File: src/rtl/mips_sram_ctrl_pkg.sv
// Shared types and defaults for the MIPS SRAM responder: state encoding,
// parameter defaults, byte-lane constants and the wait-counter width helper.
package mips_sram_ctrl_pkg;

    typedef enum logic [2:0] {
        IDLE,
        WSETUP,
        WPULSE,
        WHOLD,
        DRD,
        IRD,
        DONE
    } state_e;

    localparam int unsigned ADDR_W_DEF  = 18;
    localparam int unsigned RD_WAIT_DEF = 1;
    localparam int unsigned WR_WAIT_DEF = 1;

    localparam logic [3:0] BE_ALL_N  = 4'b0000;
    localparam logic [3:0] BE_NONE_N = 4'b1111;

    // Zero wait states still need a one-bit counter to stay legal.
    function automatic int unsigned cnt_width(input int unsigned rd, input int unsigned wr);
        int unsigned mx;
        mx = (rd > wr) ? rd : wr;
        return (mx == 0) ? 1 : $clog2(mx + 1);
    endfunction

endpackage

File: src/rtl/mips_sram_ctrl_if.sv
// Core-side instruction/data port of the MIPS SRAM responder.
interface mips_sram_ctrl_if;
    logic [31:0] inst_addr;
    logic [31:0] inst;
    logic [31:0] data_addr;
    logic [31:0] data_out;
    logic [3:0]  bwe;
    logic        data_re;
    logic [31:0] data_in;
    logic        mem_wait;

    modport master (
        output inst_addr, data_addr, data_out, bwe, data_re,
        input  inst, data_in, mem_wait
    );

    modport slave (
        input  inst_addr, data_addr, data_out, bwe, data_re,
        output inst, data_in, mem_wait
    );
endinterface

File: src/rtl/mips_sram_wait_cnt.sv
// Loadable down-counter with zero flag; times the SRAM read strobe and write pulse.
module mips_sram_wait_cnt #(
    parameter int unsigned W = 1
) (
    input  logic         clk,
    input  logic         rst,
    input  logic         load_i,
    input  logic [W-1:0] load_val_i,
    output logic         zero_o
);
    logic [W-1:0] cnt_q;

    always_ff @(posedge clk or posedge rst) begin
        if (rst)
            cnt_q <= '0;
        else if (load_i)
            cnt_q <= load_val_i;
        else if (cnt_q != '0)
            cnt_q <= cnt_q - 1'b1;
    end

    assign zero_o = (cnt_q == '0);
endmodule

File: src/rtl/mips_sram_ctrl.sv
// Serves the MIPS core's data and fetch ports from one asynchronous 32-bit SRAM.
// Optional MIPS_SRAM_FETCH_BUF_EN adds a one-entry fetch buffer that skips repeat fetches.
module mips_sram_ctrl
    import mips_sram_ctrl_pkg::*;
#(
    parameter int unsigned ADDR_W  = ADDR_W_DEF,
    parameter int unsigned RD_WAIT = RD_WAIT_DEF,
    parameter int unsigned WR_WAIT = WR_WAIT_DEF
) (
    input  logic              clk,
    input  logic              rst,
    mips_sram_ctrl_if.slave   core,
    output logic [ADDR_W-1:0] sram_addr_o,
    output logic [31:0]       sram_dq_o,
    input  logic [31:0]       sram_dq_i,
    output logic              sram_dq_oe_o,
    output logic              sram_ce_n_o,
    output logic              sram_oe_n_o,
    output logic              sram_we_n_o,
    output logic [3:0]        sram_be_n_o
);
    localparam int unsigned CW = cnt_width(RD_WAIT, WR_WAIT);
    localparam logic [CW-1:0] RD_LD = CW'(RD_WAIT);
    localparam logic [CW-1:0] WR_LD = CW'(WR_WAIT);

    state_e state_q, state_d;
    logic [ADDR_W-1:0] ia_q, ia_d, da_q, da_d;
    logic [31:0] wd_q, wd_d;
    logic [3:0]  bwe_q, bwe_d;
    logic        re_q, re_d;
    logic        cnt_zero, cnt_load, fb_hit;

    logic [ADDR_W-1:0] addr_q, addr_d;
    logic [31:0] dq_q, dq_d, inst_q, inst_d, din_q, din_d;
    logic        dq_oe_q, dq_oe_d, ce_n_q, ce_n_d, oe_n_q, oe_n_d, we_n_q, we_n_d;
    logic        wait_q, wait_d;
    logic [3:0]  be_n_q, be_n_d;

    // Request is sampled only in IDLE and held for the rest of the cycle.
    always_comb begin
        ia_d  = ia_q;
        da_d  = da_q;
        wd_d  = wd_q;
        bwe_d = bwe_q;
        re_d  = re_q;
        if (state_q == IDLE) begin
            ia_d  = core.inst_addr[ADDR_W+1:2];
            da_d  = core.data_addr[ADDR_W+1:2];
            wd_d  = core.data_out;
            bwe_d = core.bwe;
            re_d  = core.data_re;
        end
    end

    always_ff @(posedge clk or posedge rst) begin
        if (rst) begin
            state_q <= IDLE;
            ia_q    <= '0;
            da_q    <= '0;
            wd_q    <= '0;
            bwe_q   <= '0;
            re_q    <= 1'b0;
        end else begin
            state_q <= state_d;
            ia_q    <= ia_d;
            da_q    <= da_d;
            wd_q    <= wd_d;
            bwe_q   <= bwe_d;
            re_q    <= re_d;
        end
    end

    always_comb begin
        state_d = state_q;
        unique case (state_q)
            IDLE: begin
                if (|bwe_d)      state_d = WSETUP;
                else if (re_d)   state_d = DRD;
                else if (fb_hit) state_d = DONE;
                else             state_d = IRD;
            end
            WSETUP:  state_d = WPULSE;
            WPULSE:  if (cnt_zero) state_d = WHOLD;
            WHOLD:   state_d = IRD;
            DRD:     if (cnt_zero) state_d = IRD;
            IRD:     if (cnt_zero) state_d = DONE;
            DONE:    state_d = IDLE;
            default: state_d = IDLE;
        endcase
    end

    assign cnt_load = (state_d != state_q) &&
                      (state_d == WPULSE || state_d == DRD || state_d == IRD);

    mips_sram_wait_cnt #(.W(CW)) u_wait_cnt (
        .clk        (clk),
        .rst        (rst),
        .load_i     (cnt_load),
        .load_val_i ((state_d == WPULSE) ? WR_LD : RD_LD),
        .zero_o     (cnt_zero)
    );

    // Outputs are decoded from the next state so every pin is a flop.
    always_comb begin
        addr_d  = addr_q;
        dq_d    = dq_q;
        dq_oe_d = 1'b0;
        ce_n_d  = 1'b1;
        oe_n_d  = 1'b1;
        we_n_d  = 1'b1;
        be_n_d  = BE_NONE_N;
        wait_d  = 1'b1;
        inst_d  = inst_q;
        din_d   = din_q;
        unique case (state_d)
            WSETUP, WPULSE, WHOLD: begin
                addr_d  = da_d;
                dq_d    = wd_d;
                dq_oe_d = 1'b1;
                ce_n_d  = 1'b0;
                be_n_d  = ~bwe_d;
                we_n_d  = (state_d != WPULSE);
            end
            DRD: begin
                addr_d = da_d;
                ce_n_d = 1'b0;
                oe_n_d = 1'b0;
                be_n_d = BE_ALL_N;
            end
            IRD: begin
                addr_d = ia_d;
                ce_n_d = 1'b0;
                oe_n_d = 1'b0;
                be_n_d = BE_ALL_N;
            end
            DONE:    wait_d = 1'b0;
            default: ;
        endcase
        if (state_q == DRD && cnt_zero) din_d  = sram_dq_i;
        if (state_q == IRD && cnt_zero) inst_d = sram_dq_i;
    end

    always_ff @(posedge clk or posedge rst) begin
        if (rst) begin
            addr_q  <= '0;
            dq_q    <= '0;
            dq_oe_q <= 1'b0;
            ce_n_q  <= 1'b1;
            oe_n_q  <= 1'b1;
            we_n_q  <= 1'b1;
            be_n_q  <= BE_NONE_N;
            wait_q  <= 1'b1;
            inst_q  <= '0;
            din_q   <= '0;
        end else begin
            addr_q  <= addr_d;
            dq_q    <= dq_d;
            dq_oe_q <= dq_oe_d;
            ce_n_q  <= ce_n_d;
            oe_n_q  <= oe_n_d;
            we_n_q  <= we_n_d;
            be_n_q  <= be_n_d;
            wait_q  <= wait_d;
            inst_q  <= inst_d;
            din_q   <= din_d;
        end
    end

`ifdef MIPS_SRAM_FETCH_BUF_EN
    logic [ADDR_W-1:0] fb_addr_q;
    logic              fb_valid_q;

    always_ff @(posedge clk or posedge rst) begin
        if (rst) begin
            fb_addr_q  <= '0;
            fb_valid_q <= 1'b0;
        end else if (state_q != WSETUP && state_d == WSETUP) begin
            fb_valid_q <= 1'b0;
        end else if (state_q == IRD && cnt_zero) begin
            fb_addr_q  <= ia_q;
            fb_valid_q <= 1'b1;
        end
    end

    assign fb_hit = fb_valid_q && (fb_addr_q == ia_d);
`else
    assign fb_hit = 1'b0;
`endif

`ifndef SYNTHESIS
    always_ff @(posedge clk) begin
        if (!rst && state_q == IDLE && (|core.bwe) && core.data_re)
            $warning("mips_sram_ctrl: store and load requested together, load dropped");
    end
`endif

    assign core.inst     = inst_q;
    assign core.data_in  = din_q;
    assign core.mem_wait = wait_q;
    assign sram_addr_o   = addr_q;
    assign sram_dq_o     = dq_q;
    assign sram_dq_oe_o  = dq_oe_q;
    assign sram_ce_n_o   = ce_n_q;
    assign sram_oe_n_o   = oe_n_q;
    assign sram_we_n_o   = we_n_q;
    assign sram_be_n_o   = be_n_q;
endmodule

File: src/flat_wrapper.sv
// flat-port wrapper written by rule: the top's interface ports become plain ports
module mips_sram_ctrl_flat import mips_sram_ctrl_pkg::*;
#(
    parameter int unsigned ADDR_W  = ADDR_W_DEF,
    parameter int unsigned RD_WAIT = RD_WAIT_DEF,
    parameter int unsigned WR_WAIT = WR_WAIT_DEF
)
  (clk, rst, sram_addr_o, sram_dq_o, sram_dq_i, sram_dq_oe_o, sram_ce_n_o, sram_oe_n_o, sram_we_n_o, sram_be_n_o, core_inst_addr, core_data_addr, core_data_out, core_bwe, core_data_re, core_inst, core_data_in, core_mem_wait);
  mips_sram_ctrl_if core_i ();
  input  logic clk;
  input  logic rst;
  output logic [ADDR_W-1:0] sram_addr_o;
  output logic [31:0] sram_dq_o;
  input  logic [31:0] sram_dq_i;
  output logic sram_dq_oe_o;
  output logic sram_ce_n_o;
  output logic sram_oe_n_o;
  output logic sram_we_n_o;
  output logic [3:0] sram_be_n_o;
  input wire logic [$bits(core_i.inst_addr)-1:0] core_inst_addr;
  input wire logic [$bits(core_i.data_addr)-1:0] core_data_addr;
  input wire logic [$bits(core_i.data_out)-1:0] core_data_out;
  input wire logic [$bits(core_i.bwe)-1:0] core_bwe;
  input wire logic [$bits(core_i.data_re)-1:0] core_data_re;
  output wire logic [$bits(core_i.inst)-1:0] core_inst;
  output wire logic [$bits(core_i.data_in)-1:0] core_data_in;
  output wire logic [$bits(core_i.mem_wait)-1:0] core_mem_wait;
  assign core_i.inst_addr = core_inst_addr;
  assign core_i.data_addr = core_data_addr;
  assign core_i.data_out = core_data_out;
  assign core_i.bwe = core_bwe;
  assign core_i.data_re = core_data_re;
  assign core_inst = core_i.inst;
  assign core_data_in = core_i.data_in;
  assign core_mem_wait = core_i.mem_wait;
  mips_sram_ctrl #(.ADDR_W(ADDR_W), .RD_WAIT(RD_WAIT), .WR_WAIT(WR_WAIT)) u_core (.clk(clk), .rst(rst), .core(core_i), .sram_addr_o(sram_addr_o), .sram_dq_o(sram_dq_o), .sram_dq_i(sram_dq_i), .sram_dq_oe_o(sram_dq_oe_o), .sram_ce_n_o(sram_ce_n_o), .sram_oe_n_o(sram_oe_n_o), .sram_we_n_o(sram_we_n_o), .sram_be_n_o(sram_be_n_o));
endmodule
File: config.mk
export PLATFORM = sky130hd
export DESIGN_NAME = mips_sram_ctrl_flat
export DESIGN_NICKNAME = d
export VERILOG_FILES = /design/src/rtl/mips_sram_ctrl_pkg.sv /design/src/rtl/mips_sram_ctrl_if.sv /design/src/rtl/mips_sram_wait_cnt.sv /design/src/rtl/mips_sram_ctrl.sv /design/src/flat_wrapper.sv
export SDC_FILE = /design/constraint.sdc
export NUM_CORES = 1
export LEC_CHECK = 0
export BUFFER_PORTS_ARGS = -buffer_cell sky130_fd_sc_hd__buf_4
export CAP_MARGIN = 20
export CORE_UTILIZATION = 47
export DETAILED_ROUTE_END_ITERATION = 7
export PLACE_DENSITY = 0.85
export REMOVE_ABC_BUFFERS = 1
export SYNTH_ARGS = -nofsm -noshare
export SYNTH_HDL_FRONTEND = slang
export SYNTH_SLANG_ARGS = --single-unit
File: constraint.sdc
create_clock -name clk -period 7 [get_ports clk]
set_input_delay 1.4 -clock clk [delete_from_list [all_inputs] [get_ports clk]]
set_output_delay 1.4 -clock clk [all_outputs]
set_load 0.05 [all_outputs]
==> impl_metrics.env <==
export IMPL_status="finished clean"
export IMPL_avgSynthCellArea_um2=12.2
export IMPL_cap_violations=0
export IMPL_fin_area_um2=11400
export IMPL_n_antenna_cell=0
export IMPL_worstSetupPathType="register to register"
export IMPL_ys_flop_type="dfrtp_1"
export IMPL_syn_inst=740
export IMPL_antenna_found_initial=0
export IMPL_rows=50
export IMPL_relSlewSlack_pct=28.4
export IMPL_synth_common_cells="dfrtp_1, mux2_2, nand2_1"
export IMPL_setup_viol=0
export IMPL_drv_slew=0
export IMPL_tightest_slew_ns=1.07
export IMPL_place_area_um2=10800
export IMPL_holdBufCountCts=0
export IMPL_die_area_um2=19700
export IMPL_cp_arrival_ns=3.62
export IMPL_grt_setup_unrepaired="no"
export IMPL_period_needed_ns=3.28
export IMPL_cp_top_family="simple AND/OR/NAND/NOR gates"
export IMPL_wl_per_cell_um=18.4
export IMPL_hold_slack_ns=0.479
export IMPL_crit_path_end="u_core.sram_addr_o[2]$_DFFE_PP0P_"
export IMPL_setup_tns_ns=0
export IMPL_drcViolationCount=0
export IMPL_rr_worst_depth=5
export IMPL_max_stage_delay_ns=0.89
export IMPL_startpoint_type="register"
export IMPL_crit_fanout=74
export IMPL_async_flop_share_pct=100
export IMPL_final_fill_count=1466
export IMPL_num_io_pins=258
export IMPL_synth_top_area_share_pct=53.2
export IMPL_cts_tree="yes"
export IMPL_place_congestion=0.725
export IMPL_grt_max_degree=153
export IMPL_post_cts_buffers=0
export IMPL_hold_class="register to register"
export IMPL_cts_made_buffers=17
export IMPL_area_growth_pct=27.2
export IMPL_yosysWarningCount=0
export IMPL_die_h_um=140
export IMPL_synth_edf_count=0
export IMPL_grtUsageMet3_pct=6.50
export IMPL_worstSetupEndpointType="register"
export IMPL_r2r_end="u_core.sram_addr_o[2]$_DFFE_PP0P_"
export IMPL_synth_cell_type_count=44
export IMPL_drtPass1Iterations=5
export IMPL_hold_violations=0
export IMPL_grt_pass1_vias=6782
export IMPL_groute_usage_overall_pct=22.4
export IMPL_ys_ff_latch=199
export IMPL_synth_area_leaders="dfrtp_1, mux2_2, mux2i_1"
export IMPL_cts_root_buf="clkbuf_16"
export IMPL_yosysMostFrequentCell="dfrtp_1"
export IMPL_vias_per_cell=5.70
export IMPL_clock_latency_ns=0.43
export IMPL_grt_ovfl_total=0
export IMPL_grt_pass1_wl_mm=34.9
export IMPL_timing_rr_start="u_core.state_q[2]$_DFF_PP0_"
export IMPL_critPathBufInv=1
export IMPL_ant_nets=0
export IMPL_cts_path_max_buffers=2
export IMPL_netlist_area_um2=8990
export IMPL_die_x_um=140
export IMPL_floorplan_initialDensity_pct=48.1
export IMPL_crit_cells=5
export IMPL_crit_path_start="u_core.state_q[2]$_DFF_PP0_"
export IMPL_layout_drive_gt1_share_pct=43.4
export IMPL_core_area_um2=18700
export IMPL_final_period_utilization_pct=46.8
export IMPL_drt_iter0_drc=307
export IMPL_grt_busiest_layer="met2"
export IMPL_synth_area_leader_cell="dfrtp_1"
export IMPL_required_ns=7.34
export IMPL_io_buffer_count=229
export IMPL_wirelength_mm=21.7
export IMPL_path_cells="nor3_4 -> buf_4 -> nor3b_4 -> o21ai_0 -> o211ai_1"
export IMPL_layout_nets=1073
export IMPL_clk_pin_slew_ns=0.07
export IMPL_grtUsageMet2_pct=36.8
export IMPL_dpl_hpwl_mm=13.8
export IMPL_num_vias=6752
export IMPL_cts_htree_levels=4
export IMPL_skew_ns=0.0148
export IMPL_yosysSeqAreaShare_pct=55.5
export IMPL_critPathSlowestCell="buf_4"
export IMPL_cts_resized=0
export IMPL_max_freq_mhz=305
export IMPL_final_util_pct=61.2
export IMPL_cts_sinks=199
export IMPL_rrSetupSlack_ns=3.72
export IMPL_met1_usage_pct=28.2
==> worst min-delay path by stage <==
stage                                       startpoint                                  to  slack, ns  cells after the start
floorplan                     u_core.da_q[0]$_DFF_PP0_            u_core.da_q[0]$_DFF_PP0_       0.45                      2
global placement    u_core.sram_addr_o[17]$_DFFE_PP0P_  u_core.sram_addr_o[17]$_DFFE_PP0P_       0.46                      2
detailed placement            u_core.da_q[5]$_DFF_PP0_            u_core.da_q[5]$_DFF_PP0_       0.46                      2
CTS                           u_core.da_q[5]$_DFF_PP0_            u_core.da_q[5]$_DFF_PP0_       0.48                      2
global route                  u_core.da_q[5]$_DFF_PP0_            u_core.da_q[5]$_DFF_PP0_       0.50                      2
finish                        u_core.da_q[5]$_DFF_PP0_            u_core.da_q[5]$_DFF_PP0_       0.48                      2
==> layer usage <==
metal | part of all wire, % | vias to the layer above
li1 | - | 3119
met1 | 39 | 3389
met2 | 51 | 209
met3 | 7.8 | 35
met4 | 2.1 | 0
met5 | 0 | -
==> layout by cell type, fill, tap and decap left out, types with 2 or more instances in the layout <==
master | Yosys | routed
inv_6 | 0 | 3
mux2_2 | 118 | 118
clkbuf_16 | 0 | 17
a211oi_1 | 2 | 2
a311oi_1 | 32 | 32
dfrtp_2 | 0 | 2
inv_8 | 0 | 5
buf_4 | 9 | 238
nor4_1 | 34 | 34
clkinv_1 | 2 | 2
o211ai_1 | 49 | 49
o21ai_0 | 52 | 52
nand2_1 | 55 | 55
nor2_1 | 36 | 35
inv_1 | 19 | 18
nor2b_1 | 2 | 2
clkinv_8 | 0 | 6
mux2i_1 | 51 | 50
dfstp_2 | 8 | 8
o221ai_1 | 4 | 4
a21oi_1 | 3 | 3
dfrtp_1 | 191 | 188
==> sequential cells by signal (all words and copies together) (netlist names) <==
register / cells
u_core.core.inst: 32
u_core.core.data_in: 32
u_core.sram_dq_oe_o: 1
u_core.bwe_q: 4
u_core.core.mem_wait: 1
u_core.sram_oe_n_o: 1
u_core.sram_addr_o: 18
u_core.sram_we_n_o: 1
u_core.sram_be_n_o: 4
u_core.u_wait_cnt.cnt_q: 1
u_core.da_q: 18
u_core.wd_q: 32
u_core.ia_q: 18
u_core.state_q: 3
u_core.sram_dq_o: 32
u_core.sram_ce_n_o: 1
==> cell type report <==
type / instances / area [um2] / share of cell area (%)
clock buffers: 17 / 425 / 3.72
inverters: 22 / 90.1 / 0.788
well taps: 234 / 293 / 2.56
clock inverters: 15 / 194 / 1.70
multi-input cells: 459 / 3630 / 31.7
repair buffers: 239 / 1810 / 15.9
flip-flops and latches: 199 / 5000 / 43.7
==> tightest hold or removal path, stage by stage (launching register included) <==
cell and delay (ns):
dfrtp_1 0.32, mux2i_1 0.07, inv_1 0.05
==> stage by stage <==
step           setup WS (ns)  std cells
5_1_grt                 3.49       1185
3_5_place_dp            3.42       1152
2_1_floorplan          0.188        680
6_report                3.72       1185
4_1_cts                 3.66       1184
3_3_place_gp            3.55       1152
==> logic make-up (layout without fill, tap and decap cells) <==
logic type	after synthesis	in the layout	synth area share [%]
DFF	199	199	55.5
muxes	170	170	20.6
AOI/OAI and AO/OA	150	150	11.6
and+or+nand+nor	139	139	7.96
buffers and inverters	82	293	4.34
Power is not shown: default switching activity piles up to over one toggle a cycle in this logic, so the estimate is an artifact.
